[src/rtl/encoder_using_priority_casez.sv]
`default_nettype none
// ============================================================================
// Module      : encoder_using_priority_casez
// Description : Sequential priority encoder. Accepts a 16-bit request vector
//               through a valid/ready handshake, then emits one 4-bit code
//               per set bit in priority order. Each bit is cleared when its
//               code is consumed. LOW_FIRST selects ascending (bit 0 first)
//               or descending (bit 15 first) order.
//               Optional macro ENCODER_PARITY_EN adds the code_par output
//               (even parity of code_out).
// Revision    : 1.0 - initial release
// ============================================================================
module encoder_using_priority_casez #(
    parameter int LOW_FIRST = 1
) (
    input  logic        clk,
    input  logic        rst,
    input  logic [15:0] req_in,
    input  logic        in_valid,
    output logic        in_ready,
    output logic [3:0]  code_out,
    output logic        out_valid,
    input  logic        out_ready,
    output logic        out_last,
    output logic        zero_drop
`ifdef ENCODER_PARITY_EN
    ,
    output logic        code_par
`endif
);

    localparam logic [0:0] c_st_idle = 1'b0;
    localparam logic [0:0] c_st_scan = 1'b1;

    logic [0:0]  r_state;
    logic [0:0]  w_state_nxt;
    logic [15:0] r_pend;
    logic [15:0] w_pend_nxt;
    logic        r_zero_drop;
    logic        w_zero_drop_nxt;

    logic [3:0]  w_code;
    logic [15:0] w_clear_mask;
    logic        w_pend_nz;
    logic        w_single;
    logic        w_fire;

    // Priority encode of the pending vector; the branch fixes which end wins.
    generate
        if (LOW_FIRST != 0) begin : g_low_first
            // Lowest set bit of the pending vector.
            always_comb begin
                w_code = 4'd0;
                priority casez (r_pend)
                    16'b????_????_????_???1: w_code = 4'd0;
                    16'b????_????_????_??10: w_code = 4'd1;
                    16'b????_????_????_?100: w_code = 4'd2;
                    16'b????_????_????_1000: w_code = 4'd3;
                    16'b????_????_???1_0000: w_code = 4'd4;
                    16'b????_????_??10_0000: w_code = 4'd5;
                    16'b????_????_?100_0000: w_code = 4'd6;
                    16'b????_????_1000_0000: w_code = 4'd7;
                    16'b????_???1_0000_0000: w_code = 4'd8;
                    16'b????_??10_0000_0000: w_code = 4'd9;
                    16'b????_?100_0000_0000: w_code = 4'd10;
                    16'b????_1000_0000_0000: w_code = 4'd11;
                    16'b???1_0000_0000_0000: w_code = 4'd12;
                    16'b??10_0000_0000_0000: w_code = 4'd13;
                    16'b?100_0000_0000_0000: w_code = 4'd14;
                    16'b1000_0000_0000_0000: w_code = 4'd15;
                    default:                 w_code = 4'd0;
                endcase
            end
        end else begin : g_high_first
            // Highest set bit of the pending vector.
            always_comb begin
                w_code = 4'd0;
                priority casez (r_pend)
                    16'b1???_????_????_????: w_code = 4'd15;
                    16'b01??_????_????_????: w_code = 4'd14;
                    16'b001?_????_????_????: w_code = 4'd13;
                    16'b0001_????_????_????: w_code = 4'd12;
                    16'b0000_1???_????_????: w_code = 4'd11;
                    16'b0000_01??_????_????: w_code = 4'd10;
                    16'b0000_001?_????_????: w_code = 4'd9;
                    16'b0000_0001_????_????: w_code = 4'd8;
                    16'b0000_0000_1???_????: w_code = 4'd7;
                    16'b0000_0000_01??_????: w_code = 4'd6;
                    16'b0000_0000_001?_????: w_code = 4'd5;
                    16'b0000_0000_0001_????: w_code = 4'd4;
                    16'b0000_0000_0000_1???: w_code = 4'd3;
                    16'b0000_0000_0000_01??: w_code = 4'd2;
                    16'b0000_0000_0000_001?: w_code = 4'd1;
                    16'b0000_0000_0000_0001: w_code = 4'd0;
                    default:                 w_code = 4'd0;
                endcase
            end
        end
    endgenerate

    // Pending-vector properties used by both the FSM and the outputs.
    always_comb begin
        w_pend_nz    = |r_pend;
        w_single     = w_pend_nz && ((r_pend & (r_pend - 16'd1)) == 16'd0);
        w_clear_mask = 16'd1 << w_code;
    end

    // State register: reset discards any pending bits and the drop pulse.
    always_ff @(posedge clk) begin
        if (rst) begin
            r_state     <= c_st_idle;
            r_pend      <= 16'd0;
            r_zero_drop <= 1'b0;
        end else begin
            r_state     <= w_state_nxt;
            r_pend      <= w_pend_nxt;
            r_zero_drop <= w_zero_drop_nxt;
        end
    end

    // Next-state logic: capture in IDLE, clear one bit per consumed code in SCAN.
    always_comb begin
        w_state_nxt     = r_state;
        w_pend_nxt      = r_pend;
        w_zero_drop_nxt = 1'b0;
        case (r_state)
            c_st_idle: begin
                if (in_valid) begin
                    if (req_in != 16'd0) begin
                        w_pend_nxt  = req_in;
                        w_state_nxt = c_st_scan;
                    end else begin
                        w_zero_drop_nxt = 1'b1;
                    end
                end
            end
            c_st_scan: begin
                // An empty pending vector here is a corruption; fall back quietly.
                if (!w_pend_nz) begin
                    w_state_nxt = c_st_idle;
                end else if (w_fire) begin
                    w_pend_nxt = r_pend & ~w_clear_mask;
                    if (w_single) begin
                        w_state_nxt = c_st_idle;
                    end
                end
            end
            default: begin
                w_state_nxt = c_st_idle;
                w_pend_nxt  = 16'd0;
            end
        endcase
    end

    // Outputs: in_ready is masked by rst so it is low for the whole reset.
    always_comb begin
        in_ready  = !rst && (r_state == c_st_idle);
        out_valid = (r_state == c_st_scan) && w_pend_nz;
        code_out  = out_valid ? w_code : 4'd0;
        out_last  = out_valid && w_single;
        zero_drop = r_zero_drop;
        w_fire    = out_valid && out_ready;
    end

`ifdef ENCODER_PARITY_EN
    // Parity follows code_out and is forced low while no code is offered.
    always_comb begin
        code_par = out_valid && (^code_out);
    end
`endif

endmodule
`default_nettype wire

[config.mk]
export PLATFORM = sky130hd
export DESIGN_NAME = encoder_using_priority_casez
export DESIGN_NICKNAME = d
export VERILOG_FILES = /design/src/rtl/encoder_using_priority_casez.sv
export SDC_FILE = /design/constraint.sdc
export NUM_CORES = 1
export LEC_CHECK = 0
export ABC_AREA = 1
export BUFFER_PORTS_ARGS = -buffer_cell sky130_fd_sc_hd__buf_2
export CAP_MARGIN = 20
export CORE_AREA = 2 2 54 56
export DETAILED_ROUTE_END_ITERATION = 8
export DIE_AREA = 0 0 56 58
export HOLD_SLACK_MARGIN = 0.05
export PLACE_DENSITY = 0.83
export SLEW_MARGIN = 0
export SYNTH_ARGS = -nofsm -noshare
export SYNTH_HDL_FRONTEND = slang
export SYNTH_SLANG_ARGS = --single-unit
[constraint.sdc]
create_clock -name clk -period 2 [get_ports clk]
set_input_delay 0.4 -clock clk [delete_from_list [all_inputs] [get_ports clk]]
set_output_delay 0.4 -clock clk [all_outputs]
set_load 0.01 [all_outputs]
Word level (Yosys, flattened, before mapping)
Cells that the tools add are included.
{ "word_totals": {"wordCells": 54, "regBits": 18} }
{ "op_classes": {"shifts": 1, "bitwise": 5, "reduce_logical": 11, "addsub": 1, "n_eq_ne": 19, "muxes": 14} }
{ "op_table": {"columns": ["cell", "count"], "rows": [
  ["16-bit two-way mux", 4],
  ["4-bit one-hot mux with 15 select lines", 1],
  ["16-bit AND", 2],
  ["16-bit one-hot mux with 2 select lines", 1],
  ["16-bit equality test, second input constant", 1],
  ["16-bit zero test", 1],
  ["16-bit NOT", 1],
  ["16-bit nonzero test", 1],
  ["16-bit OR reduction", 1],
  ["1-bit by 4-bit << shifter with 16-bit output, first input constant", 1],
  ["16-bit by 1-bit subtractor with 16-bit output, second input constant", 1],
  ["15-bit equality test, second input constant", 1],
  ["14-bit equality test, second input constant", 1],
  ["13-bit equality test, second input constant", 1],
  ["12-bit equality test, second input constant", 1],
  ["11-bit equality test, second input constant", 1],
  ["10-bit equality test, second input constant", 1],
  ["9-bit equality test, second input constant", 1],
  ["8-bit equality test, second input constant", 1],
  ["7-bit equality test, second input constant", 1],
  ["6-bit equality test, second input constant", 1],
  ["1-bit two-way mux", 6],
  ["5-bit equality test, second input constant", 1],
  ["1-bit logical AND", 5],
  ["other kinds (11)", 14]
]} }

Depth between registers and ports, before layout
{ "logic_depth": {"depth_word": 8, "depth_mapped": 11} }

Worst setup path before layout
No wires, ideal clock.
{ "synth_path": {"path_kind": "reg2out", "start": "reg r_pend[0]", "end": "out out_last", "setup_slack_ps": 271, "arrival_ps": 1329, "path_buffers": 0, "required_time_ps": 1600, "stages_incl_launch_ff": 10, "path_cell_list": "dfxtp_1 nor2_2 nand2_1 nor2_1 nor2_1 nor2_1 nand3_1 nor2_1 nand2_1 nor2_1"} }
{ "synth_between": {"elab_chain_len": 5, "word_cells_on_any_way": 7} }
{ "synth_lines": {"columns": ["item", "line_no", "source"], "rows": [
  ["start, declared", "37", "logic [15:0] r_pend;"],
  ["start signal, assigned", "116", "r_pend <= w_pend_nxt;"],
  ["16-bit by 1-bit subtractor with 16-bit output", "104", "w_single = w_pend_nz && ((r_pend & (r_pend - 16'd1)) == 16'd0);"],
  ["16-bit AND", "104", null],
  ["16-bit zero test", "104", null],
  ["1-bit logical AND", "104", null],
  ["1-bit logical AND *", "160", "out_last = out_valid && w_single;"],
  ["end, declared", "24", "output logic out_last,"]
]} }
Every way passes the cells marked *; elsewhere a longest branch is shown, timed or not.

Final worst setup path
Same ends and word-level chain as after synthesis.

==> key figures <==
Logic synthesis
  • Netlist cell types: 24
  • Main combinational cell family by area after synthesis: simple AND/OR/NAND/NOR gates
  • Yosys reg bits: 18
  • Post-synthesis simple-gate area fraction: 47.42%
  • Syn nets: 257
  • Synthesis Warnings: 0
  • Compound-gate portion of the synthesized area: 17.40%
  • Synthesized area: 1359 um^2
  • Post-Syn Instances: 237
  • Register area share after synthesis: 26.52%
  • Mux cell area share after synthesis: 0%
  • XOR/XNOR Fraction of Synth Area: 0%
  • Syn avg cell area: 5.733 um^2
  • Adder-cell share of the synthesized area: 0%

Floorplan
  • DIE HEIGHT: 58 um
  • Total Die Area: 3248 um^2
  • # IOs: 28
  • Initial Util: 51.03%
  • Core Box Area: 2663 um^2
  • Row count: 19
  • Die Wd: 56 um

STA
  • Max Slew Vio Count: 0
  • Fin Hold WS: 0.3302 ns
  • Clock Skew: 0.003250 ns
  • Final setup viols: 6
  • Period utilization: 111.8%
  • Post-layout min period: 2.235 ns
  • Final hold vios: 0
  • Unrepaired setup endpoints after global routing: yes
  • Peak Freq: 447.3 MHz
  • Setup ws final: -0.2355 ns
  • Slew at the pin closest to its max-slew limit: 0.3783 ns
  • Max-slew headroom: 74.74%

Setup path
  • Crit path top cell by count: nand2_1
  • Crit end category: output pin
  • CP Launch Type: flip-flop
  • CP Data Arrival Time: 1.84 ns
  • Crit-path slowest cell: dfxtp_2
  • Critical path buffers and inverters: 1
  • R2R cell count: 17
  • Slowest stage delay, CP: 0.36 ns
  • Critical-path cell list: nor2_4 -> nand2_2 -> nor2_4 -> nand2_1 -> nand2_1 -> nand3_1 -> nor2_2 -> nand2_1 -> nor2_1 -> buf_2
  • R2R Path Start: r_pend[3]
  • Cell family with most CP delay: simple AND/OR/NAND/NOR gates
  • Setup CP Type: reg -> out
  • Worst reg2reg setup slack: -0.13 ns
  • R2R Path End: r_state
  • CP Max Fanout: 6
  • WP data required: 1.60 ns

Global routing
  • Antenna violations before repair: 0
  • Remaining global-route overflow: 0
  • Global-route wire length before repair: 6382 um
  • Largest net degree at the start of global routing: 26
  • Vias in the first global route: 1,451
  • Gr usage total: 24.47%

Final layout
  • Commonest non-fill, non-tap cell in the layout: nand2_1
  • Most frequent cells in the layout: 84 x nand2_1, 27 x buf_2, 26 x nor2_1, 20 x buf_4, 14 x inv_1
  • Post-route cell area: 1815 um^2
  • Layout area overhead: 33.61%
  • Share of layout cells above drive strength 1: 38.43%
  • Ant. Diodes: 0
  • Final #Nets: 302
  • Core Util, Final: 68.19%

Power
  • Leakage power: 0.0008696 uW
  • PwrDens: 890.5 nW/um^2
  • Total Power: 1617 uW
  • Max IR drop VDD: 0.0005749 V

Clock tree
  • Clk_lat worst skew: 0.30 ns
  • CTS clock-pin slew for the worst setup and hold paths: 0.12 ns
  • Post-CTS Hold Buffers: 0
  • CTS Sinks: 18
  • CTS max path bufs: 2
  • CTS tree: done
  • H-tree Lvls: 1
  • Root Buffer: clkbuf_4
  • TritonCTS Buffers: 3

Routing
  • DRT Wirelength: 4135 um
  • Drc violations: 0
  • DRT iter0 DRCs: 60
  • Drt via density: 5.263
  • Drt pass-1 iters: 4
  • Final ANT Viol Nets: 0
  • Wire per inst: 13.25 um
  • Vias post-DR: 1,642

Placed design
  • Hpwl dp: 2701 um
  • Port Buffers: 27
  • Placer congestion estimate: 0.9942
  • Cell Area, Placed: 1524 um^2

Min path
  • Hold path cells: 3
  • HP Start: in_valid
  • Hold EP: zero_drop
  • Worst min path class: in -> reg

Run status
  • Failing checks: setup timing
  • Status: finished, violations left

Flow run
  • Max_cap viols: 0
## logic make-up (layout without fill, tap and decap cells)
kind of cell	count (synthesis)	in the layout
AND/OR/NAND/NOR	155	155
buffers and inverters	26	70
flip-flops	18	18
AO/OA/AOI/OAI	38	38
## how the worst max path moves through the flow
stage	to	depth (start not counted)	from	slack, ns
2_1_floorplan	out_last	9	r_pend[0]	0.27
3_3_place_gp	out_last	10	r_pend[5]	-0.06
3_5_place_dp	out_last	10	r_pend[0]	-0.04
4_1_cts	out_last	11	r_pend[3]	-0.19
5_1_grt	out_last	10	r_pend[0]	-0.36
6_report	out_last	10	r_pend[0]	-0.24
## sequential cells by signal (all words and copies together), names as in the netlist
| register | flops |
|---|---|
| zero_drop | 1 |
| r_pend | 16 |
| r_state | 1 |
## repair_timing
action                                  in CTS  in global routing
gates resized for setup                     25                 24
endpoints found under the setup margin       4                  6
buffers inserted                            11                  4
pin swaps                                    4                 10
cloned                                       0                  0
## worst register-to-register path, delay by kind of cell (launching register included)
family          cells  cell delay [ns]
compound gates      2             0.25
buf+inv             9             1.12
flops               1             0.37
simple gates        6             0.35
## Yosys cell counts
master    number  area share (%)
o22ai_1        1            0.46
a21o_1         1            0.55
clkbuf_1       4             1.1
nand4_1        1            0.46
inv_2          1            0.28
a21oi_2       10             6.4
nor2_1        40              11
a21oi_1       10             3.7
buf_2          1            0.37
nand2_4        3             2.5
nor2_4         1            0.83
o21bai_1       1            0.55
clkinv_1       1            0.28
a31oi_1        2            0.92
o21ai_0       13             4.8
buf_8          1             1.1
buf_6          1            0.83
nand2_1       90              25
inv_1         17             4.7
nor2_2         1            0.46
nand3_1       14             5.2
nand2_2        3             1.4
nor3_1         2            0.74
dfxtp_1       18              27
## final cells by class
cell class	count	area, um^2
clock buffer	4	36.28
fill	232	847.1
inverter	19	71.32
multi-input combinational	193	1006
sequential	18	377.9
tap	31	38.79
timing repair buffer	47	285.3
## through the flow
stage                     cells  setup WS (ns)  setup TNS, ns
after floorplan             237         0.2715              0
after global placement      293       -0.06126       -0.06126
after detailed placement    293       -0.03730       -0.03730
after CTS                   308        -0.1854        -0.3993
after global routing        312        -0.3621         -1.204
final                       312        -0.2355        -0.6074
## where the power goes
part           switching (uW)  internal (uW)  leakage [uW]  total (uW)
Sequential               69.4            404      0.000152         474
Combinational             522            379      0.000696         901
Clock                     131            111     0.0000210         242
## layer usage
metal | wire, um | up-vias | track usage (%)
li1 | - | 842 | -
met1 | 1745 | 732 | 29.93
met2 | 2073 | 58 | 44.37
met3 | 229 | 10 | 3.795
met4 | 87 | 0 | 7.483
met5 | 0 | - | 0
Note: power is estimated with default switching activity, not from simulation.
